File: src/rtl/riscv_isa_pkg.sv
// riscv_isa_pkg: shared RV32I encoding definitions.
//   - Major opcode constants used to pick an instruction format.
//   - fmt_t: instruction format enum driving field packing and immediate checks.
//   - Shift funct3 values that turn an OP_IMM instruction into a shift.
//   - fmt_of(): maps (opcode, funct3) to a format.
package riscv_isa_pkg;

    localparam logic [6:0] LOAD   = 7'b0000011;
    localparam logic [6:0] STORE  = 7'b0100011;
    localparam logic [6:0] JAL    = 7'b1101111;
    localparam logic [6:0] LUI    = 7'b0110111;
    localparam logic [6:0] JALR   = 7'b1100111;
    localparam logic [6:0] AUIPC  = 7'b0010111;
    localparam logic [6:0] BRANCH = 7'b1100011;
    localparam logic [6:0] OP_IMM = 7'b0010011;

    localparam logic [2:0] F3_SLL     = 3'b001;
    localparam logic [2:0] F3_SRL_SRA = 3'b101;

    typedef enum logic [2:0] {
        FMT_R,
        FMT_I,
        FMT_SH,
        FMT_S,
        FMT_B,
        FMT_U,
        FMT_J
    } fmt_t;

    // Any opcode not listed here is packed as R-type.
    function automatic fmt_t fmt_of(input logic [6:0] opcode, input logic [2:0] funct3);
        fmt_t f;
        case (opcode)
            LOAD, JALR:   f = FMT_I;
            OP_IMM:       f = (funct3 == F3_SLL || funct3 == F3_SRL_SRA) ? FMT_SH : FMT_I;
            STORE:        f = FMT_S;
            BRANCH:       f = FMT_B;
            LUI, AUIPC:   f = FMT_U;
            JAL:          f = FMT_J;
            default:      f = FMT_R;
        endcase
        return f;
    endfunction

endpackage

File: src/rtl/imm_range_check.sv
// imm_range_check: decides whether a full byte-offset immediate fits the
// immediate field of the given instruction format.
//   fmt   (in)  : instruction format
//   imm   (in)  : 32-bit immediate as the decoder would produce it
//   legal (out) : 1 when the immediate encodes without loss
module imm_range_check
    import riscv_isa_pkg::*;
(
    input  fmt_t        fmt,
    input  logic [31:0] imm,
    output logic        legal
);

    // "All equal" upper bits means the value is a correct sign extension of
    // the field's top bit, so replicating that bit is the reference pattern.
    always_comb begin
        legal = 1'b1;
        case (fmt)
            FMT_I, FMT_S: legal = (imm[31:11] == {21{imm[11]}});
            FMT_SH:       legal = (imm[31:5] == 27'd0);
            FMT_B:        legal = (imm[31:12] == {20{imm[12]}}) && !imm[0];
            FMT_J:        legal = (imm[31:20] == {12{imm[20]}}) && !imm[0];
            FMT_U:        legal = (imm[11:0] == 12'd0);
            default:      legal = 1'b1;
        endcase
    end

endmodule

File: src/rtl/instr_encoder.sv
// instr_encoder: streaming RV32I instruction encoder.
// Packs opcode/register/funct/immediate fields into a 32-bit instruction word
// and buffers results in a 2-entry output FIFO.
//
// Optional feature macro: INSTR_ENCODER_IMM_CHECK_EN
//   defined   : immediate legality check, err_o per word, saturating err_cnt_o
//   undefined : no checker, err_o and err_cnt_o tied to 0
//
// Ports:
//   clk_i, rst_i         : clock, synchronous active-high reset
//   valid_i / ready_o    : input handshake
//   opcode_i, funct3_i, funct7_i, rd_i, rs1_i, rs2_i, imm_i : fields to pack
//   valid_o / ready_i    : output handshake
//   instr_o              : encoded word at FIFO head
//   err_o                : head word's immediate was not encodable
//   err_cnt_o            : saturating count of accepted illegal immediates
//
// Handshakes: a transfer happens on a rising edge where valid and ready are
// both high. ready_o is a register derived from FIFO occupancy only (never
// from ready_i). Once valid_o is high, instr_o/err_o stay stable until the
// word is taken.
module instr_encoder
    import riscv_isa_pkg::*;
#(
    parameter int ERR_CNT_W = 16
) (
    input  logic                 clk_i,
    input  logic                 rst_i,
    input  logic                 valid_i,
    output logic                 ready_o,
    input  logic [6:0]           opcode_i,
    input  logic [2:0]           funct3_i,
    input  logic [6:0]           funct7_i,
    input  logic [4:0]           rd_i,
    input  logic [4:0]           rs1_i,
    input  logic [4:0]           rs2_i,
    input  logic [31:0]          imm_i,
    output logic                 valid_o,
    input  logic                 ready_i,
    output logic [31:0]          instr_o,
    output logic                 err_o,
    output logic [ERR_CNT_W-1:0] err_cnt_o
);

`ifdef INSTR_ENCODER_IMM_CHECK_EN
    localparam int ENT_W = 33;
`else
    localparam int ENT_W = 32;
`endif

    fmt_t        fmt;
    logic [31:0] enc;
    logic [ENT_W-1:0] entry;

    logic [ENT_W-1:0] mem [2];
    logic       wr_ptr;
    logic       rd_ptr;
    logic [1:0] count;
    logic [1:0] count_nxt;
    logic       ready_q;
    logic       push;
    logic       pop;

    assign fmt = fmt_of(opcode_i, funct3_i);

    always_comb begin
        enc = 32'd0;
        case (fmt)
            FMT_I:  enc = {imm_i[11:0], rs1_i, funct3_i, rd_i, opcode_i};
            FMT_SH: enc = {funct7_i, imm_i[4:0], rs1_i, funct3_i, rd_i, opcode_i};
            FMT_S:  enc = {imm_i[11:5], rs2_i, rs1_i, funct3_i, imm_i[4:0], opcode_i};
            FMT_B:  enc = {imm_i[12], imm_i[10:5], rs2_i, rs1_i, funct3_i,
                           imm_i[4:1], imm_i[11], opcode_i};
            FMT_U:  enc = {imm_i[31:12], rd_i, opcode_i};
            FMT_J:  enc = {imm_i[20], imm_i[10:1], imm_i[11], imm_i[19:12], rd_i, opcode_i};
            default: enc = {funct7_i, rs2_i, rs1_i, funct3_i, rd_i, opcode_i};
        endcase
    end

    assign push = valid_i && ready_q;
    assign pop  = valid_o && ready_i;

`ifdef INSTR_ENCODER_IMM_CHECK_EN
    logic                 legal;
    logic [ERR_CNT_W-1:0] err_cnt;

    imm_range_check u_imm_range_check (
        .fmt   (fmt),
        .imm   (imm_i),
        .legal (legal)
    );

    // Illegal immediates are still emitted (truncated); the flag rides along.
    assign entry = {~legal, enc};

    always_ff @(posedge clk_i) begin
        if (rst_i) begin
            err_cnt <= '0;
        end else if (push && !legal && (err_cnt != {ERR_CNT_W{1'b1}})) begin
            err_cnt <= err_cnt + 1'b1;
        end
    end

    assign err_cnt_o = err_cnt;
    assign err_o     = mem[rd_ptr][32];
`else
    assign entry     = enc;
    assign err_cnt_o = '0;
    assign err_o     = 1'b0;
`endif

    always_comb begin
        count_nxt = count;
        case ({push, pop})
            2'b10:   count_nxt = count + 2'd1;
            2'b01:   count_nxt = count - 2'd1;
            default: count_nxt = count;
        endcase
    end

    // Storage is cleared on reset so instr_o reads 0 until the first push.
    always_ff @(posedge clk_i) begin
        if (rst_i) begin
            mem[0]  <= '0;
            mem[1]  <= '0;
            wr_ptr  <= 1'b0;
            rd_ptr  <= 1'b0;
            count   <= 2'd0;
            ready_q <= 1'b1;
        end else begin
            if (push) begin
                mem[wr_ptr] <= entry;
                wr_ptr      <= ~wr_ptr;
            end
            if (pop) begin
                rd_ptr <= ~rd_ptr;
            end
            count   <= count_nxt;
            ready_q <= (count_nxt != 2'd2);
        end
    end

    assign ready_o = ready_q;
    assign valid_o = (count != 2'd0);
    assign instr_o = mem[rd_ptr][31:0];

endmodule

File: config.mk
export PLATFORM = sky130hd
export DESIGN_NAME = instr_encoder
export DESIGN_NICKNAME = d
export VERILOG_FILES = /design/src/rtl/riscv_isa_pkg.sv /design/src/rtl/imm_range_check.sv /design/src/rtl/instr_encoder.sv
export SDC_FILE = /design/constraint.sdc
export NUM_CORES = 1
export LEC_CHECK = 0
export ABC_CLOCK_PERIOD_IN_PS = 3900
export CAP_MARGIN = 20
export CORE_MARGIN = 2
export CORE_UTILIZATION = 47
export CTS_CLUSTER_SIZE = 14
export DETAILED_ROUTE_END_ITERATION = 12
export GPL_TIMING_DRIVEN = 0
export PLACE_DENSITY = 0.81
export SLEW_MARGIN = 0
export SYNTH_ARGS = -nofsm -noshare
export SYNTH_HDL_FRONTEND = slang
export SYNTH_SLANG_ARGS = --single-unit
File: constraint.sdc
create_clock -name clk_i -period 3.9 [get_ports clk_i]
set_clock_uncertainty 0.05 [all_clocks]
set_input_delay 1.17 -clock clk_i [delete_from_list [all_inputs] [get_ports clk_i]]
set_output_delay 1.17 -clock clk_i [all_outputs]
set_load 0.03 [all_outputs]
==> qor.yml <==
grt_max_degree: 33
cts_tree: "done"
stdcell_count: 547
diodes: 0
cts.sinks: 70
relSlewSlack: 0.4168
place.gp.congestion: 0.8762
hold_buffers: 0
die_w_um: 92.73
critPathArrivalTime_ns: 2.52
synth_seq_area_share: 0.5519
routed_wl_um: 9353
vias_per_cell: 5.371
wl_met1_um: 3757
status: "completed"
cts_resized: 0
critPathKind: "flop to primary output"
dr_wl_met3_um: 517
vias: 2938
core_um2: 7687
cp_slowest_stage_delay_ns: 0.63
grt_setup_unrepaired: "false"
topRoutingLayerUsed: "met4"
cp_cell_sequence: "clkbuf_1 > buf_1 > mux2_2 > clkdlybuf4s50_1"
grt_pass1_vias: 2923
cts_made_buffers: 9
end_kind: "primary output"
fp-row-count: 32
synth_area_um2: 3700
area_growth_pct: 38.99
cts_htree_levels: 3
die_h_um: 92.73
routed-wl-met2_um: 4845
hold_class: "flop to flop"
final_antenna_net_count: 0
grt-ovfl-total: 0
post_drt_wl_per_cell_um: 17.10
synthArstFlopShare: 0
synth_compound_area_frac: 0.1055
irDropWorstVdd_mv: 0.3385
syn_inst: 312
worst_pin_slew_ns: 0.8748
grt_pass1_wl_um: 14090
clock-root-buffer: "clkbuf_8"
worst_slack_ns: 0.1606
synth_cell_types: 47
synthXorXnorAreaFrac: 0.009469
leakagePower_nw: 2.028
post-dp-hpwl_um: 6795
synth_top_family_by_area: "simple AND/OR/NAND/NOR gates"
critical_path.max_fanout: 10
power_w: 0.002706
whs_ns: 0.4732
synth-simple-area-share: 0.1390
postCtsSetupBuffers: 0
track_usage: 0.2163
synth_fa_ha_area_frac: 0.003382
synth_seq_cells: 70
placed_cells: 531
postSynthAreaPerCell_um2: 11.86
slowest_stage: "clkdlybuf4s50_1"
dpl_worst_slack_ns: 0.5052
nets: 509
firstDrtPassIters: 4
start_util: 0.4813
synth_mux_area_frac: 0.1326
fin_crit_ns: 3.739
drive_gt1_frac: 0.1775
period_share: 0.9588
setup_viol: 0
crit_path_start_kind: "flop"
pin_count: 119
hold_viol: 0
slew_violations: 0
required_ns: 2.68
synth_edf_count: 64
maxCapViolCount: 0
clk_pin_slew_worst_paths_ns: 0.07
antenna_found_initial: 0
cts_max_path_buffers: 2
fin_setup_tns_ns: 0
clk_latency_ns: 0.34
die_area_um2: 8598
io_buffers: 100
powerDensity_nw_per_um2: 526.2
maxClockFrequency_ghz: 0.2674
ys.warnings.count: 0
remaining_drc_errors: 0
synthFlopType: "edfxtp_1"
drt_iter0_markers: 150
## worst max-delay path, delay by kind of cell (launching register included)
family                 cells  cell delay [ns]
buffers and inverters      3             1.46
DFF                        1             0.31
muxes                      1             0.41
## kinds of logic (layout without fill, tap and decap cells)
kind of cell	Yosys count	after routing
compound gates	56	56
simple gates	100	100
fa+ha+maj	1	1
buf+inv	35	152
other cells	1	17
xor+xnor	4	4
flops	70	70
mux	45	45
## metal layers
layer  track usage  vias to the layer above
met3       0.03743                       16
li1              -                     1386
met4       0.09436                        0
met2        0.3893                      111
met1        0.2528                     1425
met5             0                        -
## per-stage QoR
| stage | instance area, µm² | util |
|---|---|---|
| final | 5142 | 0.6689 |
| after global routing | 5142 | 0.6689 |
| after CTS | 5142 | 0.6689 |
| after detailed placement | 4930 | 0.6413 |
| after global placement | 4888 | 0.6359 |
| after floorplan | 3760 | - |
## sequential cells by signal, summed over array words and instances, names as in the netlist, named ones only
register / flops
count: 2
mem: 64
rd_ptr: 1
ready_o: 1
wr_ptr: 1
## cells in the mapped netlist, drive strengths merged (2+ instances only)
library cell | number | share of area
buf | 25 | 0.047
o2bb2ai | 2 | 0.0064
mux2i | 13 | 0.035
a31oi | 13 | 0.022
or2 | 3 | 0.0051
dfxtp | 6 | 0.032
and2 | 17 | 0.029
a21o | 2 | 0.0041
nor2b | 2 | 0.0034
nand4b | 2 | 0.0047
xnor2 | 2 | 0.0047
mux2 | 32 | 0.097
clkbuf | 10 | 0.010
nand2 | 16 | 0.016
or3 | 6 | 0.010
xor2 | 2 | 0.0047
o21ai | 9 | 0.012
nor2 | 37 | 0.038
nand2b | 2 | 0.0034
nor4 | 2 | 0.0034
a21oi | 9 | 0.012
nand3 | 2 | 0.0027
nor3 | 6 | 0.012
edfxtp | 64 | 0.52
a22o | 15 | 0.036
## path summary, 6_finish.rpt
check,slack [ns],cells past startpoint,end,start
setup / recovery,0.16,4,instr_o[21],flop
hold / removal,0.47,2,rd_ptr,rd_ptr
setup reg to reg,1.97,6,ready_o,count[0]
hold reg to reg,0.47,2,rd_ptr,rd_ptr
## layout by cell type (no fill, tap or decap), drive strengths merged, types with 15 or more instances in the layout
cell type,Yosys,layout
a22o,15,15
and2,17,17
buf,25,26
clkbuf,10,19
clkdlybuf4s50,0,100
conb,1,17
edfxtp,64,64
mux2,32,32
nand2,16,16
nor2,37,37
## power by group
| group | total (W) | internal (W) | leakage (nW) | switching, W |
|---|---|---|---|---|
| logic | 0.00107 | 0.000482 | 1.20 | 0.000591 |
| clock network | 0.000633 | 0.000355 | 0.104 | 0.000277 |
| registers | 0.00100 | 0.000960 | 0.728 | 0.0000405 |
| total | 0.00271 | 0.00180 | 2.03 | 0.000909 |
## cell type report
cell class,instances,area (µm²)
clock inverters,7,88.84
flip-flops and latches,70,2042
fillers,594,2545
clock buffers,9,123.9
repair buffers,101,1028
well taps,102,127.6
plain buffers,35,211.5
multi-input cells,223,1520
(Power assumes the default switching activity.)
